$ cat config.mk
export PLATFORM = sky130hd
export DESIGN_NAME = decode_uop_queue
export DESIGN_NICKNAME = d
export VERILOG_FILES = /design/src/rtl/decode_uop_queue.sv
export SDC_FILE = /design/constraint.sdc
export NUM_CORES = 1
export LEC_CHECK = 0
export ABC_CLOCK_PERIOD_IN_PS = 15400
export CAP_MARGIN = 20
export CELL_PAD_IN_SITES_DETAIL_PLACEMENT = 0
export CELL_PAD_IN_SITES_GLOBAL_PLACEMENT = 1
export CORE_ASPECT_RATIO = 0.9
export CORE_UTILIZATION = 45
export DETAILED_ROUTE_END_ITERATION = 10
export GPL_ROUTABILITY_DRIVEN = 0
export PLACE_DENSITY = 0.78
export SETUP_SLACK_MARGIN = 0.3
export SYNTH_ARGS = -nofsm -noshare
export SYNTH_HDL_FRONTEND = slang
export SYNTH_SLANG_ARGS = --single-unit
$ cat constraint.sdc
create_clock -name clk -period 15.4 [get_ports clk]
set_clock_uncertainty 0.15 [all_clocks]
set_input_delay 3.85 -clock clk [delete_from_list [all_inputs] [get_ports clk]]
set_output_delay 3.85 -clock clk [all_outputs]
set_load 0.05 [all_outputs]
$ cat src/rtl/decode_uop_queue.sv
// +----------------------------------------------------------------------------+
// | decode_uop_queue                                                           |
// | Instruction queue that expands split instructions into two ordered uops.  |
// | Revision: 1.0                                                              |
// +----------------------------------------------------------------------------+
`default_nettype none

module decode_uop_queue #(
    parameter int IN_WIDTH  = 2,
    parameter int OUT_WIDTH = 2,
    parameter int DEPTH     = 8,
    parameter int DATA_W    = 64
) (
    input  logic                          clk,
    input  logic                          resetn,
    input  logic                          flush,
    input  logic [IN_WIDTH-1:0]           in_valid,
    input  logic [IN_WIDTH*DATA_W-1:0]    in_payload,
    input  logic [IN_WIDTH-1:0]           in_split,
    output logic                          in_ready,
    output logic [OUT_WIDTH-1:0]          out_valid,
    output logic [OUT_WIDTH*DATA_W-1:0]   out_payload,
    output logic [OUT_WIDTH-1:0]          out_is_inst2,
    input  logic                          out_ready,
    output logic [$clog2(DEPTH+1)-1:0]    count
);

    localparam int PTR_W = $clog2(DEPTH);
    localparam int CNT_W = $clog2(DEPTH+1);

    logic [DATA_W-1:0] r_mem_payload [DEPTH];
    logic [DEPTH-1:0]  r_mem_split;
    logic [PTR_W-1:0]  r_head;
    logic [PTR_W-1:0]  r_tail;
    logic [CNT_W-1:0]  r_count;
    logic              r_half;

    logic              w_push;
    logic              w_pop;
    logic [CNT_W-1:0]  w_push_n;
    logic [PTR_W-1:0]  w_wr_idx [IN_WIDTH];
    logic [CNT_W-1:0]  w_ent;
    logic              w_sub;
    logic [PTR_W-1:0]  w_rd_idx;

    assign count    = r_count;
    assign in_ready = (CNT_W'(DEPTH) - r_count) >= CNT_W'(IN_WIDTH);
    assign w_push   = in_ready && (|in_valid) && !flush;
    assign w_pop    = out_ready && out_valid[0] && !flush;

    // Compaction: each valid slot lands at tail plus the number of valid slots below it.
    always_comb begin
        w_push_n = '0;
        for (int i = 0; i < IN_WIDTH; i++) begin
            w_wr_idx[i] = r_tail + w_push_n[PTR_W-1:0];
            if (in_valid[i]) begin
                w_push_n = w_push_n + CNT_W'(1);
            end
        end
    end

    always_ff @(posedge clk) begin
        if (w_push) begin
            for (int i = 0; i < IN_WIDTH; i++) begin
                if (in_valid[i]) begin
                    r_mem_payload[w_wr_idx[i]] <= in_payload[i*DATA_W +: DATA_W];
                    r_mem_split[w_wr_idx[i]]   <= in_split[i];
                end
            end
        end
    end

    // Walk entries from head; w_sub tracks whether the next slot is uop1 of the current entry.
    always_comb begin
        w_ent        = '0;
        w_sub        = r_half;
        w_rd_idx     = '0;
        out_valid    = '0;
        out_payload  = '0;
        out_is_inst2 = '0;
        for (int s = 0; s < OUT_WIDTH; s++) begin
            if (w_ent < r_count) begin
                w_rd_idx                          = r_head + w_ent[PTR_W-1:0];
                out_valid[s]                      = 1'b1;
                out_payload[s*DATA_W +: DATA_W]   = r_mem_payload[w_rd_idx];
                out_is_inst2[s]                   = w_sub;
                if (r_mem_split[w_rd_idx] && !w_sub) begin
                    w_sub = 1'b1;
                end else begin
                    w_sub = 1'b0;
                    w_ent = w_ent + CNT_W'(1);
                end
            end
        end
    end

    always_ff @(posedge clk or negedge resetn) begin
        if (!resetn) begin
            r_head  <= '0;
            r_tail  <= '0;
            r_count <= '0;
            r_half  <= 1'b0;
        end else if (flush) begin
            r_head  <= '0;
            r_tail  <= '0;
            r_count <= '0;
            r_half  <= 1'b0;
        end else begin
            if (w_push) begin
                r_tail <= r_tail + w_push_n[PTR_W-1:0];
            end
            if (w_pop) begin
                r_head <= r_head + w_ent[PTR_W-1:0];
                r_half <= w_sub;
            end
            r_count <= r_count + (w_push ? w_push_n : '0) - (w_pop ? w_ent : '0);
        end
    end

endmodule

`default_nettype wire

# Word-level counts from Yosys, hierarchy flattened
# Memory sizes are Yosys's and may differ from the RTL's.
# Index checks and enable logic that the tools add are counted.
[word_totals] regBits=19 ramBits=512 input_bits=136 wordCells=82 n_memories=1
[classes] n_addsub=9 order_cmp=9 mux=44 n_reduce_logical=14
[mem_list] name="r_mem_payload" words=8 word_bits=64 read_ports=2 rd_ports_with_merged_regs=0 wr=2 line_no="31" source="logic [DATA_W-1:0] r_mem_payload [DEPTH];"
[ops] cell="64-bit two-way mux" n=2
[ops] cell="4-bit two-way mux" n=6
[ops] cell="8-bit two-way mux" n=3
[ops] cell="1-bit two-way mux" n=23
[ops] cell="8-bit bitwise mux" n=2
[ops] cell="3-bit by 4-bit < comparator with 1-bit output (second input constant)" n=4
[ops] cell="3-bit adder" n=4
[ops] cell="3-bit two-way mux" n=4
[ops] cell="4-bit by 1-bit adder with 4-bit output (second input constant)" n=2
[ops] cell="1-bit logical AND" n=8
[ops] cell="1-bit binary-select mux with 3-bit select" n=2
[ops] cell="1-bit demux with 3-bit select" n=2
[ops] cell="3-bit by 1-bit >= comparator with 1-bit output (second input constant)" n=2
[ops] cell="4-bit adder" n=1
[ops] cell="4-bit by 2-bit >= comparator with 1-bit output (second input constant)" n=1
[ops] cell="1-bit by 4-bit < comparator with 1-bit output (first input constant)" n=1
[ops] cell="4-bit < comparator" n=1
[ops] cell="2-bit nonzero test" n=2
[ops] cell="4-bit subtractor" n=1
[ops] cell="4-bit subtractor (first input constant)" n=1
[ops] cell="1-bit logical NOT" n=3
[ops] cell="2-bit OR reduction" n=1

# Logic depth before layout (Yosys ltp)
[logic_depth] depth_word=14 mapped_depth=22 mapped_depth_nobuf=19

# Least setup slack after synthesis
# OpenSTA, ideal clock, no wires.
[synth_path] path_type="input-to-reg" startpoint="input in_valid[0]" endpoint="memory r_mem_payload[5][0], enable pin" setup_ps=507 arrival_time_ps=7869 required_time_ps=14743 setup_slack_ps=6874 cell_stages=8 n_path_buf=2 cell_sequence="inv_1 ha_1 inv_1 o31a_1 nand2b_1 buf_2 buf_2 a21oi_1"
[synth_rtl] element="start: declaration" line_no="17" source="input logic [IN_WIDTH-1:0] in_valid,"
[synth_rtl] element="end: declaration" line_no="31"

# Final worst setup path
[layout_path] startpoint="register r_head[1]" endpoint="output out_payload[82]"
[layout_via] elab_chain_cells=8
[layout_lines] element="start: declaration" line_no="33" source="logic [PTR_W-1:0] r_head;"
[layout_lines] element="start signal: assignment" line_no="113" source="r_head <= r_head + w_ent[PTR_W-1:0];"
[layout_lines] element="1-bit binary-select mux with 3-bit select" line_no="87" source="if (r_mem_split[w_rd_idx] && !w_sub) begin"
[layout_lines] element="1-bit two-way mux (implied by the code)" line_no="87"
[layout_lines] element="1-bit logical AND" line_no="87"
[layout_lines] element="1-bit two-way mux" line_no="87"
[layout_lines] element="1-bit two-way mux" line_no="82" source="if (w_ent < r_count) begin"
[layout_lines] element="3-bit adder" line_no="83" source="w_rd_idx = r_head + w_ent[PTR_W-1:0];"
[layout_lines] element="memory read 8 x 64 bit"
[layout_lines] element="64-bit two-way mux *" line_no="82"
[layout_lines] element="end: declaration" line_no="22" source="output logic [OUT_WIDTH*DATA_W-1:0] out_payload,"
# Mark *: on every way between the ends. The rest lies on a longest branch, timed or not. The select of a mux whose other input is x is not followed.

==> qor.yml <==
start_util_pct: 45.5
ctsResizeCount: 0
yosysUniqueCellTypes: 50
sequentialPowerShare_pct: 24.1
vias: 21218
cp-start-kind: "register"
drt_wl_total_um: 99200
fmax_mhz: 89.6
synth_edf_count: 520
cp-startpoint: "r_head[1]"
min_path_type: "register to register"
drive_gt1_share_pct: 39.1
critPathArrivalTime_ps: 7160
htree_levels: 2
ys_seq_elements: 531
crit_family: "buffers and inverters"
syn-cell-area_sq_um: 31200
syn_nets: 2260
root_buffer: "clkbuf_16"
cp_cell_sequence: "buf_4 -> nor2b_1 -> a211oi_1 -> o41ai_4 -> buf_4 -> nor2_4 -> buf_4 -> buf_4 -> mux4_2 -> a221o_1 -> clkdlybuf4s50_1"
cpMaxStageDelayCell: "dfrtp_4"
setup_viol: 0
async_flop_share_pct: 2.07
coreArea_sq_um: 68500
grt.total_usage_pct: 27.9
rsz0062_at_grt: "false"
cts_hold_buf: 0
timing.slew.headroom_pct: 22.0
power_switching_w: 0.00346
intPower_w: 0.00426
cts.clk_slew.worst_paths_ps: 60
drv_slew: 0
worstMarginPinSlew_ps: 1170
insertion_delay_ps: 630
final_nets: 2463
cts_setup_buffers: 0
reg2reg_slack_ps: 9260
die_y_um: 252
synthCells: 2106
vias_per_cell: 6.45
post_drt_wl_per_cell_um: 30.2
worstPathBufferInverterCount: 5
std_cell_rows: 91
syn_to_final_growth_pct: 17.9
cts_buffers: 60
p_leak_nw: 11.6
port-buffer-count: 272
timing.rr.start: "r_head[1]"
ys.flop_type: "edfxtp_1"
die-width_um: 279
min_period_over_period_pct: 72.5
antenna_found_initial: 6
busiest_layer: "met2"
grt_pass1_wl_um: 144000
drt_iter0_drc: 2019
cts_tree: "done"
yosys_warnings: 0
holdCritStartpoint: "r_mem_split[6]"
grt_use_met2_pct: 47.3
die_area_sq_um: 70300
path_max_fanout: 66
grt_pass1_vias: 22157
crit_type: "register to output port"
grt_max_degree: 67
irDropWorstVdd_mv: 0.304
p_sw_share_pct: 44.8
setup-tns-final_ps: 0
fin_util_pct: 53.6
end_kind: "output port"
met1_usage_pct: 36.8
crit_top_cell: "buf_4"
period_needed_ps: 11160
syn-mean-instance-area_sq_um: 14.8
maxCapViolations: 0
place_hpwl_um: 54500
critPathMaxStageDelay_ps: 870
cts_buffer_depth: 3
detail-route-antenna-nets: 0
comb_power_share_pct: 57.9
io_pins: 273
outcome: "complete, no violations"
grt-ovfl-total: 0
dr.pass1.iters: 6
p_per_area_nw_per_um2: 210
worst-endpoint-required_ps: 11400
finalHoldViolations: 0
drc: 0
grt_use_met3_pct: 4.24
ys_seq_area_share_pct: 51.0
cts.sinks: 531
power_frac_clock_pct: 18.0
## cell usage after synthesis, types with 7 or more instances
cell type | instances | area share, %
mux2_2 | 568 | 21
edfxtp_1 | 520 | 50
mux4_2 | 195 | 14
a21oi_1 | 147 | 2.4
nand2_1 | 142 | 1.7
clkbuf_1 | 87 | 1.0
nand3_1 | 73 | 1.2
o21ai_0 | 67 | 1.1
a221o_1 | 64 | 2.1
buf_2 | 55 | 0.88
nor2_1 | 30 | 0.36
buf_1 | 27 | 0.33
inv_1 | 16 | 0.19
ha_1 | 14 | 0.56
dfrtp_1 | 11 | 0.88
mux2i_1 | 11 | 0.35
nor2b_1 | 9 | 0.18
mux2_1 | 8 | 0.29
buf_6 | 7 | 0.25
nor2_2 | 7 | 0.14
## area by class of cell
| class | count | area, sq um |
|---|---|---|
| inverter | 17 | 65.1 |
| fill | 5649 | 31800 |
| multi-input combinational | 1381 | 14600 |
| tap | 930 | 1160 |
| sequential | 531 | 15900 |
| clock inverter | 36 | 303 |
| clock buffer | 76 | 1580 |
| antenna | 2 | 5.00 |
| timing repair buffer | 318 | 3120 |
## through the flow
step	hold slack (ps)	instance area [sq um]	total power, W	setup slack [ps]	std cells
CTS	555	36700	0.00773	4280	3286
global placement	522	34800	0.00629	5060	3174
global route	584	36800	0.00799	4010	3291
floorplan	454	31200	0.00494	6870	2106
finish	556	36800	0.00772	4240	3291
detailed placement	542	34800	0.00632	4970	3174
## power by group through the flow
stage	Combinational [W]	Sequential, W	Clock (W)
floorplan	0.00307	0.00187	0
detailed placement	0.00443	0.00189	0
CTS	0.00445	0.00186	0.00142
finish	0.00447	0.00186	0.00139
global route	0.00465	0.00188	0.00146
global placement	0.00441	0.00188	0
## flip-flops by register name (all words and copies together), names as in the netlist
name,flops
r_head,3
count,4
r_half,1
r_tail,3
r_mem_payload,512
r_mem_split,8
## worst paths after layout
| path | to | depth (start not counted) |
|---|---|---|
| setup / recovery | out_payload[82] | 11 |
| hold / removal | r_mem_split[6] | 2 |
| setup reg to reg | count[2] | 16 |
| hold reg to reg | r_mem_split[6] | 2 |
| max in group asynchronous | r_head[1] | 1 |
| min in group asynchronous | r_tail[1] | 1 |
## worst register-to-register path, delay by kind of cell, from the launching register on
family	cells	cell delay, ps
adders and majority gates	4	1590
xor gates and xnor gates	1	170
DFF	1	870
buffers and inverters	3	1380
and+or+nand+nor	3	400
muxes	1	420
AOI/OAI and AO/OA	4	1020
## routing by layer
layer	part of all wire (%)	wire, um
met3	8.4	8330
met4	2.6	2590
met1	39	39100
met2	50	49100
met5	0.044	44
## cells in the final DEF, fill, tap and decap left out, types with 3 or more instances in the layout
cell type	n
nand4_1	3
mux4_2	195
nand2_1	141
clkdlybuf4s50_1	272
xnor2_1	5
nor2b_1	9
inv_1	15
mux2i_1	11
a21oi_4	8
clkbuf_16	61
clkinv_1	18
dfrtp_4	3
mux2_1	8
mux2_2	568
edfxtp_1	520
clkinv_2	8
dfrtp_1	8
o21ai_0	67
bufinv_16	5
fa_1	4
nor2_4	9
nor2_1	29
ha_1	13
a21oi_1	139
clkbuf_1	15
a221o_1	64
buf_4	43
nand3_1	73
## cell families after synthesis
kind of cell	after synthesis	synth area share, %
buf+inv	194	2.74
flops	531	51.0
compound gates	294	5.97
mux	784	35.4
fa+ha+maj	18	0.819
simple gates	278	3.94
xor+xnor	7	0.197
(Power assumes the default switching activity.)
